--- config.mk ---
export PLATFORM = sky130hd
export DESIGN_NAME = mips_hazard_ctrl
export DESIGN_NICKNAME = d
export VERILOG_FILES = /design/src/rtl/mips_pkg.sv /design/src/rtl/mips_sb_stage.sv /design/src/rtl/mips_hazard_ctrl.sv
export SDC_FILE = /design/constraint.sdc
export NUM_CORES = 1
export LEC_CHECK = 0
export CAP_MARGIN = 20
export CORE_ASPECT_RATIO = 1.75
export CORE_MARGIN = 1.5
export CORE_UTILIZATION = 40
export CTS_CLUSTER_DIAMETER = 60
export DETAILED_ROUTE_END_ITERATION = 16
export SKIP_CTS_REPAIR_TIMING = 1
export SYNTH_ARGS = -nofsm -noshare
export SYNTH_HDL_FRONTEND = slang
export SYNTH_HIERARCHICAL = 1
export SYNTH_SLANG_ARGS = --single-unit
--- constraint.sdc ---
create_clock -name CLK -period 2.7 [get_ports CLK]
set_input_delay 0.54 -clock CLK [delete_from_list [all_inputs] [get_ports CLK]]
set_output_delay 0.54 -clock CLK [all_outputs]
set_load 0.05 [all_outputs]
--- src/rtl/mips_pkg.sv ---
// Shared types for the MIPS hazard controller: scoreboard entry layout,
// forwarding encoding and the register-match helper.
package mips_pkg;

  // Entries hold register indices at this width; narrower REG_AW values zero-extend.
  localparam int SB_AW = 8;

  localparam int FWD_NONE = 0;
  localparam logic [SB_AW-1:0] REG_ZERO = '0;

  typedef struct packed {
    logic             valid;
    logic [SB_AW-1:0] rd;
    logic             regwrite;
    logic             memread;
    logic [SB_AW-1:0] rs;
    logic [SB_AW-1:0] rt;
  } sb_entry_t;

  function automatic logic sb_match(input sb_entry_t e, input logic [SB_AW-1:0] r);
    return e.valid && e.regwrite && (e.rd == r) && (r != REG_ZERO);
  endfunction

endpackage

--- src/rtl/mips_sb_stage.sv ---
// One scoreboard slot: captures its input when load is high, otherwise
// collapses to an all-zero bubble.
module mips_sb_stage
  import mips_pkg::*;
(
  input  logic      CLK,
  input  logic      RST_N,
  input  logic      load,
  input  sb_entry_t d,
  output sb_entry_t q
);

  always_ff @(posedge CLK or negedge RST_N) begin
    if (!RST_N) q <= '0;
    else        q <= load ? d : '0;
  end

endmodule

--- src/rtl/mips_hazard_ctrl.sv ---
// Interlock, bypass-select and redirect-flush control for the ID/EX/MEM/WB
// pipeline, driven from a shadow scoreboard of in-flight destinations.
module mips_hazard_ctrl
  import mips_pkg::*;
#(
  parameter int REG_AW = 5,
  parameter int DEPTH  = 3,
  parameter int SEL_W  = 3,
  parameter int CNT_W  = 16
) (
  input  logic              CLK,
  input  logic              RST_N,
  input  logic              id_valid,
  input  logic [REG_AW-1:0] id_rs,
  input  logic [REG_AW-1:0] id_rt,
  input  logic              id_rs_used,
  input  logic              id_rt_used,
  input  logic [REG_AW-1:0] id_rd,
  input  logic              id_regwrite,
  input  logic              id_memread,
  input  logic              id_is_md,
  input  logic              md_busy,
  input  logic              redirect,
  output logic              stall,
  output logic              flush_ifid,
  output logic              flush_idex,
  output logic              md_start,
  output logic [SEL_W-1:0]  fwd_a_sel,
  output logic [SEL_W-1:0]  fwd_b_sel,
  output logic [CNT_W-1:0]  stall_cnt,
  output logic [CNT_W-1:0]  flush_cnt
);

  sb_entry_t        sb_q [1:DEPTH];
  sb_entry_t        id_entry;
  logic [SB_AW-1:0] rs_x, rt_x;
  logic             load_use, md_hold, issue;

  assign rs_x = SB_AW'(id_rs);
  assign rt_x = SB_AW'(id_rt);

  assign id_entry = '{valid: 1'b1, rd: SB_AW'(id_rd), regwrite: id_regwrite,
                      memread: id_memread, rs: rs_x, rt: rt_x};

  assign load_use = id_valid & sb_q[1].memread &
                    ((id_rs_used & sb_match(sb_q[1], rs_x)) |
                     (id_rt_used & sb_match(sb_q[1], rt_x)));
  assign md_hold  = id_valid & id_is_md & md_busy;

  // Outputs are forced low during reset even if the ID inputs still demand a stall.
  assign stall      = RST_N & (load_use | md_hold) & ~redirect;
  assign flush_ifid = RST_N & redirect;
  assign flush_idex = RST_N & redirect;
  assign issue      = id_valid & ~stall & ~redirect;
  assign md_start   = RST_N & issue & id_is_md & ~md_busy;

  for (genvar k = 1; k <= DEPTH; k++) begin : g_sb
    if (k == 1) begin : g_head
      mips_sb_stage u_stage (
        .CLK  (CLK),
        .RST_N(RST_N),
        .load (issue),
        .d    (id_entry),
        .q    (sb_q[1])
      );
    end else begin : g_tail
      mips_sb_stage u_stage (
        .CLK  (CLK),
        .RST_N(RST_N),
        .load (1'b1),
        .d    (sb_q[k-1]),
        .q    (sb_q[k])
      );
    end
  end

  // Scan oldest to youngest so the youngest matching stage wins.
  always_comb begin
    fwd_a_sel = SEL_W'(FWD_NONE);
    fwd_b_sel = SEL_W'(FWD_NONE);
    for (int k = DEPTH; k >= 2; k--) begin
      if (sb_q[1].valid && sb_match(sb_q[k], sb_q[1].rs)) fwd_a_sel = SEL_W'(k - 1);
      if (sb_q[1].valid && sb_match(sb_q[k], sb_q[1].rt)) fwd_b_sel = SEL_W'(k - 1);
    end
  end

  always_ff @(posedge CLK or negedge RST_N) begin
    if (!RST_N) begin
      stall_cnt <= '0;
      flush_cnt <= '0;
    end else begin
      if (stall && (stall_cnt != '1))    stall_cnt <= stall_cnt + CNT_W'(1);
      if (redirect && (flush_cnt != '1)) flush_cnt <= flush_cnt + CNT_W'(1);
    end
  end

endmodule

==> flow_summary.ini, run 1 <==
[timing]
finClkSkew_ps = 4.93
rsz0062_at_grt = true
finalHoldViolations = 0
slew_violations = 0
tightestPinTransition_ps = 974
fin_crit_sh_pct = 99.2
slew_headroom_pct = 35.1
fin_crit_ps = 2680
fin_hold_ws_ps = 483
fmax_mhz = 373
setup_slack_ps = 21.4
setup_viol = 0

[run]
drv_cap = 0

[placement]
port_buffers = 64
globalplace.congestion = 0.892
place_inst = 542
pre_cts_slack_ps = -396
dp_hpwl_um = 6490

[worst_setup_path]
worst_setup_path_start_kind = input pin
crit_required_ps = 2160
cp_slowest_cell = or4_4
worstSetupPathDepth = 7
timing.rr.end = stall_cnt[7]
crit_start = id_rs[0]
cp_top_family = simple AND/OR/NAND/NOR gates
crit_end = md_start
r2r_slack_ps = 440
r2r_start = g_sb[1].g_head.u_stage/q[23]
arrival_ps = 2140
cp_max_fo = 2
path_buf_inv = 2
cp-end-kind = output pin
crit_chain = dlymetal6s2s_1 -> or4_4 -> a21oi_2 -> o41ai_2 -> a31o_2 -> nor4b_4 -> buf_12
path_class = input pin to output pin
rr_worst_depth = 8
slowest_delay_ps = 510

[power]
intPower_mw = 2.47
p_per_area_nw_per_um2 = 678
power_frac_seq_pct = 39.8
p_sw_share_pct = 29.8
power.share.combinational_pct = 21.2
ir_drop_mv = 0.609
netSwitchingPower_mw = 1.05
p_clk_share_pct = 39.0
p_leak_nw = 2.51

[route]
drt-pass1-iter-count = 4
vias_per_cell = 4.80
routedWlPerCell_um = 15.2
drcViolationCount = 0
drt_iter0_drc = 87
totalWireLength_um = 8490
ant_nets = 0
vias = 2689

[clock_tree]
path_clk_slew_ps = 60
clk_latency_ps = 330
cts_inserted_buffers = 9
cts_root_buf = clkbuf_16
clock_path_buffers = 2
cts_sinks = 79
cts_tree = yes
htree_levels = 3

[finish]
n_antenna_cell = 0
postLayoutCoreUtil_pct = 57.1
fin_cells = 560
drive_gt1_share_pct = 23.9
syn2layout_area_growth_pct = 37.7
fillerInstances = 818
nets = 462

[grt]
grt_pass1_wl_um = 14200
first_global_vias = 2887
grtUsageTotal_pct = 18.6
grt_max_degree = 80
antenna_found_initial = 0
grt-ovfl-total = 0

[floorplanning]
fp.coreArea_um2 = 9090
die-area_um2 = 10000
rows = 46
initial_core_util_pct = 41.5
fp.dieH_um = 131
ios = 67
die_w_um = 76.4

[yosys]
syn_area_per_cell_um2 = 11.5
synth_area_um2 = 3770
syn_inst = 329
yosys_warnings = 6

[min_path]
hp-class = input pin to asynchronous set/reset pin

[outcome]
status = finished, final reports clean
-- how the worst min path moves through the flow --
stage	from	endpoint	slack, ps	cells after the start
after floorplan	RST_N	flush_cnt[0]	240	0
after global placement	g_sb[2].g_tail.u_stage/q[26]	g_sb[3].g_tail.u_stage/q[26]	480	1
after detailed placement	flush_cnt[7]	flush_cnt[7]	480	1
after CTS	g_sb[2].g_tail.u_stage/q[17]	g_sb[3].g_tail.u_stage/q[17]	500	1
after global routing	id_rs[3]	g_sb[1].g_head.u_stage/q[11]	510	2
final	RST_N	stall_cnt[3]	480	2
-- power by group through the flow --
| stage | combinational [mW] | clock [mW] | sequential (mW) |
|---|---|---|---|
| after floorplan | 0.232 | 0 | 1.64 |
| after global placement | 0.742 | 0 | 1.42 |
| after detailed placement | 0.750 | 0 | 1.42 |
| after CTS | 0.752 | 1.41 | 1.40 |
| after global routing | 0.799 | 1.45 | 1.42 |
| final | 0.747 | 1.37 | 1.40 |
-- state kept, by name, indices dropped and copies added (netlist names) --
| name | count |
|---|---|
| flush_cnt | 16 |
| g_sb.g_head.u_stage/q | 27 |
| g_sb.g_tail.u_stage/q | 20 |
| stall_cnt | 16 |
-- cell usage in the layout, fill, tap and decap left out, types with 14 or more instances in the layout --
master	instances
and2_1	14
and2_2	35
buf_4	23
clkdlybuf4s50_1	47
conb_1	22
dfrtp_1	79
nand2_1	15
nand3_1	21
xnor2_1	25
xor2_1	40
-- routing by layer --
metal | track usage [%] | vias to the layer above | part of all wire, %
li1 | - | 1307 | -
met5 | 0 | - | 0
met3 | 3.89 | 21 | 4.3
met1 | 20.2 | 1291 | 37
met4 | 10.4 | 0 | 3.9
met2 | 33.2 | 70 | 55
-- stage by stage --
| stage | power, mW | TNS, ps | instance area, µm² |
|---|---|---|---|
| finish | 3.52 | 0 | 5190 |
| global route | 3.68 | -111 | 5190 |
| CTS | 3.56 | -706 | 5130 |
| detailed placement | 2.17 | -4820 | 4790 |
| global placement | 2.16 | -3230 | 4790 |
| floorplan | 1.87 | -56.5 | 3910 |
-- layout make-up --
| cell class | instances | area (µm²) | area share (%) |
|---|---|---|---|
| Inverter | 5 | 18.8 | 0.361 |
| Clock buffer | 9 | 225 | 4.34 |
| Timing Repair Buffer | 84 | 840 | 16.2 |
| Sequential cell | 79 | 1980 | 38.1 |
| Multi-Input combinational cell | 256 | 1860 | 35.8 |
| Clock inverter | 7 | 121 | 2.34 |
| Tap cell | 120 | 150 | 2.89 |
Power figures use the tool's default switching activity.
==> run 2: changes to the inputs <==
- ABC_AREA: not set -> 1
- ABC_CLOCK_PERIOD_IN_PS: not set -> 2700
==> flow_summary.ini, run 2 <==
[clock_tree]
htree_levels = 3
clock_path_buffers = 2
cts_inserted_buffers = 9
cts_tree = yes
clk_latency_ps = 340
cts_root_buf = clkbuf_16
cts_sinks = 79
path_clk_slew_ps = 60

[power]
ir_drop_mv = 0.427
p_leak_nw = 3.08
p_per_area_nw_per_um2 = 634
total_power_mw = 3.42

[outcome]
status = finished, final reports clean

[grt]
grt-ovfl-total = 0
antenna_found_initial = 0
grt_pass1_wl_um = 16200
grtUsageTotal_pct = 18.9
first_global_vias = 3519
grt_max_degree = 80

[route]
drt-pass1-iter-count = 5
vias_per_cell = 4.71
routedWlPerCell_um = 13.1
ant_nets = 0
vias = 3491
drcViolationCount = 0
totalWireLength_um = 9740
drt_iter0_drc = 93

[finish]
largest_registers = g_sb.g_head.u_stage/q x27, g_sb.g_tail.u_stage/q x20
largest_register_ffs = 27
largest_register = g_sb.g_head.u_stage/q
layout_common_cells = nand2_1 (158), inv_1 (93), dfrtp_1 (79)
n_antenna_cell = 0
nets = 636
syn2layout_area_growth_pct = 27.4
fin_cells = 741
drive_gt1_share_pct = 7.33
fillerInstances = 999
layout_commonest_cell = nand2_1

[timing]
setup_viol = 0
tightestPinTransition_ps = 703
fmax_mhz = 391
fin_crit_ps = 2560
setup_tns_ps = 0
slew_violations = 0
finalHoldViolations = 0
fin_crit_sh_pct = 94.8
finClkSkew_ps = 8.66
rsz0062_at_grt = false
slew_headroom_pct = 53.1
fin_hold_ws_ps = 221

[run]
drv_cap = 0

[placement]
place_inst = 724
port_buffers = 64
globalplace.congestion = 0.857
dp_hpwl_um = 7450

[floorplanning]
fp.coreArea_um2 = 10300
initial_core_util_pct = 41.2
die_w_um = 80.8
ios = 67
die-area_um2 = 11300
fp.dieH_um = 139
rows = 49

[worst_setup_path]
timing.rr.end = g_sb[1].g_head.u_stage/q[12]
arrival_ps = 2020
r2r_start = g_sb[1].g_head.u_stage/q[21]
worst_setup_path_start_kind = input pin
crit_required_ps = 2160
cp-end-kind = output pin
cp_max_fo = 4
r2r_slack_ps = 710
path_class = input pin to output pin
rr_worst_depth = 13

[yosys]
synth_area_um2 = 4240
syn_area_per_cell_um2 = 8.00
yosys_warnings = 6
syn_inst = 530

[min_path]
hp-class = input pin to asynchronous set/reset pin
[run 2: worst max-delay path, cell delays in order]
cell and delay (ps):
clkdlybuf4s50_1 520, inv_1 50, nand2_1 50, nand2_1 50, nor2_1 100, nand4_1 120, nand2_1 90, nand2_1 70
nand2_2 70, nand2_1 70, nand2_2 80, nor2_2 40, buf_6 140
[run 2: report_power, final]
group | total (mW) | switching [mW] | internal (mW)
sequential | 1.38 | 0.108 | 1.27
combinational | 0.723 | 0.469 | 0.254
clock | 1.32 | 0.481 | 0.839
total | 3.42 | 1.06 | 2.37
[run 2: metrics by stage]
stage / area (µm²) / util [%] / setup WS (ps)
2_1_floorplan: 4300 / - / 265
3_3_place_gp: 5020 / 48.7 / 104
3_5_place_dp: 5020 / 48.7 / 76.1
4_1_cts: 5350 / 51.9 / 83.6
5_1_grt: 5400 / 52.4 / 7.92
6_report: 5400 / 52.4 / 141
[run 2: worst max path at each step]
| stage | cells past startpoint | start | to |
|---|---|---|---|
| detailed placement | 14 | id_rs[0] | g_sb[1].g_head.u_stage/q[12] |
| global route | 13 | id_rs[3] | md_start |
| finish | 13 | id_rs[3] | md_start |
| floorplan | 6 | g_sb[2].g_tail.u_stage/q[23] | fwd_a_sel[1] |
| global placement | 13 | id_rs[1] | md_start |
| CTS | 13 | id_rs[0] | md_start |
[run 2: layout make-up]
cell class                 count  area [µm²]  area share (%)
multi-input combinational    353        1830            33.8
clock buffer                  10         239            4.42
clock inverter                 6        93.8            1.74
sequential                    79        1980            36.6
inverter                      94         353            6.53
tap                          127         159            2.94
timing repair buffer          72         754            14.0
[run 2: per-layer routing]
| layer | part of all wire (%) | global-route usage, % | up-vias |
|---|---|---|---|
| met5 | 0 | 0 | - |
| met4 | 2.5 | 7.62 | 0 |
| met3 | 3.4 | 4.21 | 16 |
| met2 | 57 | 35.7 | 75 |
| met1 | 37 | 19.2 | 1634 |
| li1 | - | - | 1766 |
==> run 3: changes to the inputs <==
- GPL_ROUTABILITY_DRIVEN: not set -> 1
- HOLD_SLACK_MARGIN: not set -> 0.1
==> results of run 3 <==
No change in the layout: final DEF, timing and power equal those of run 2.
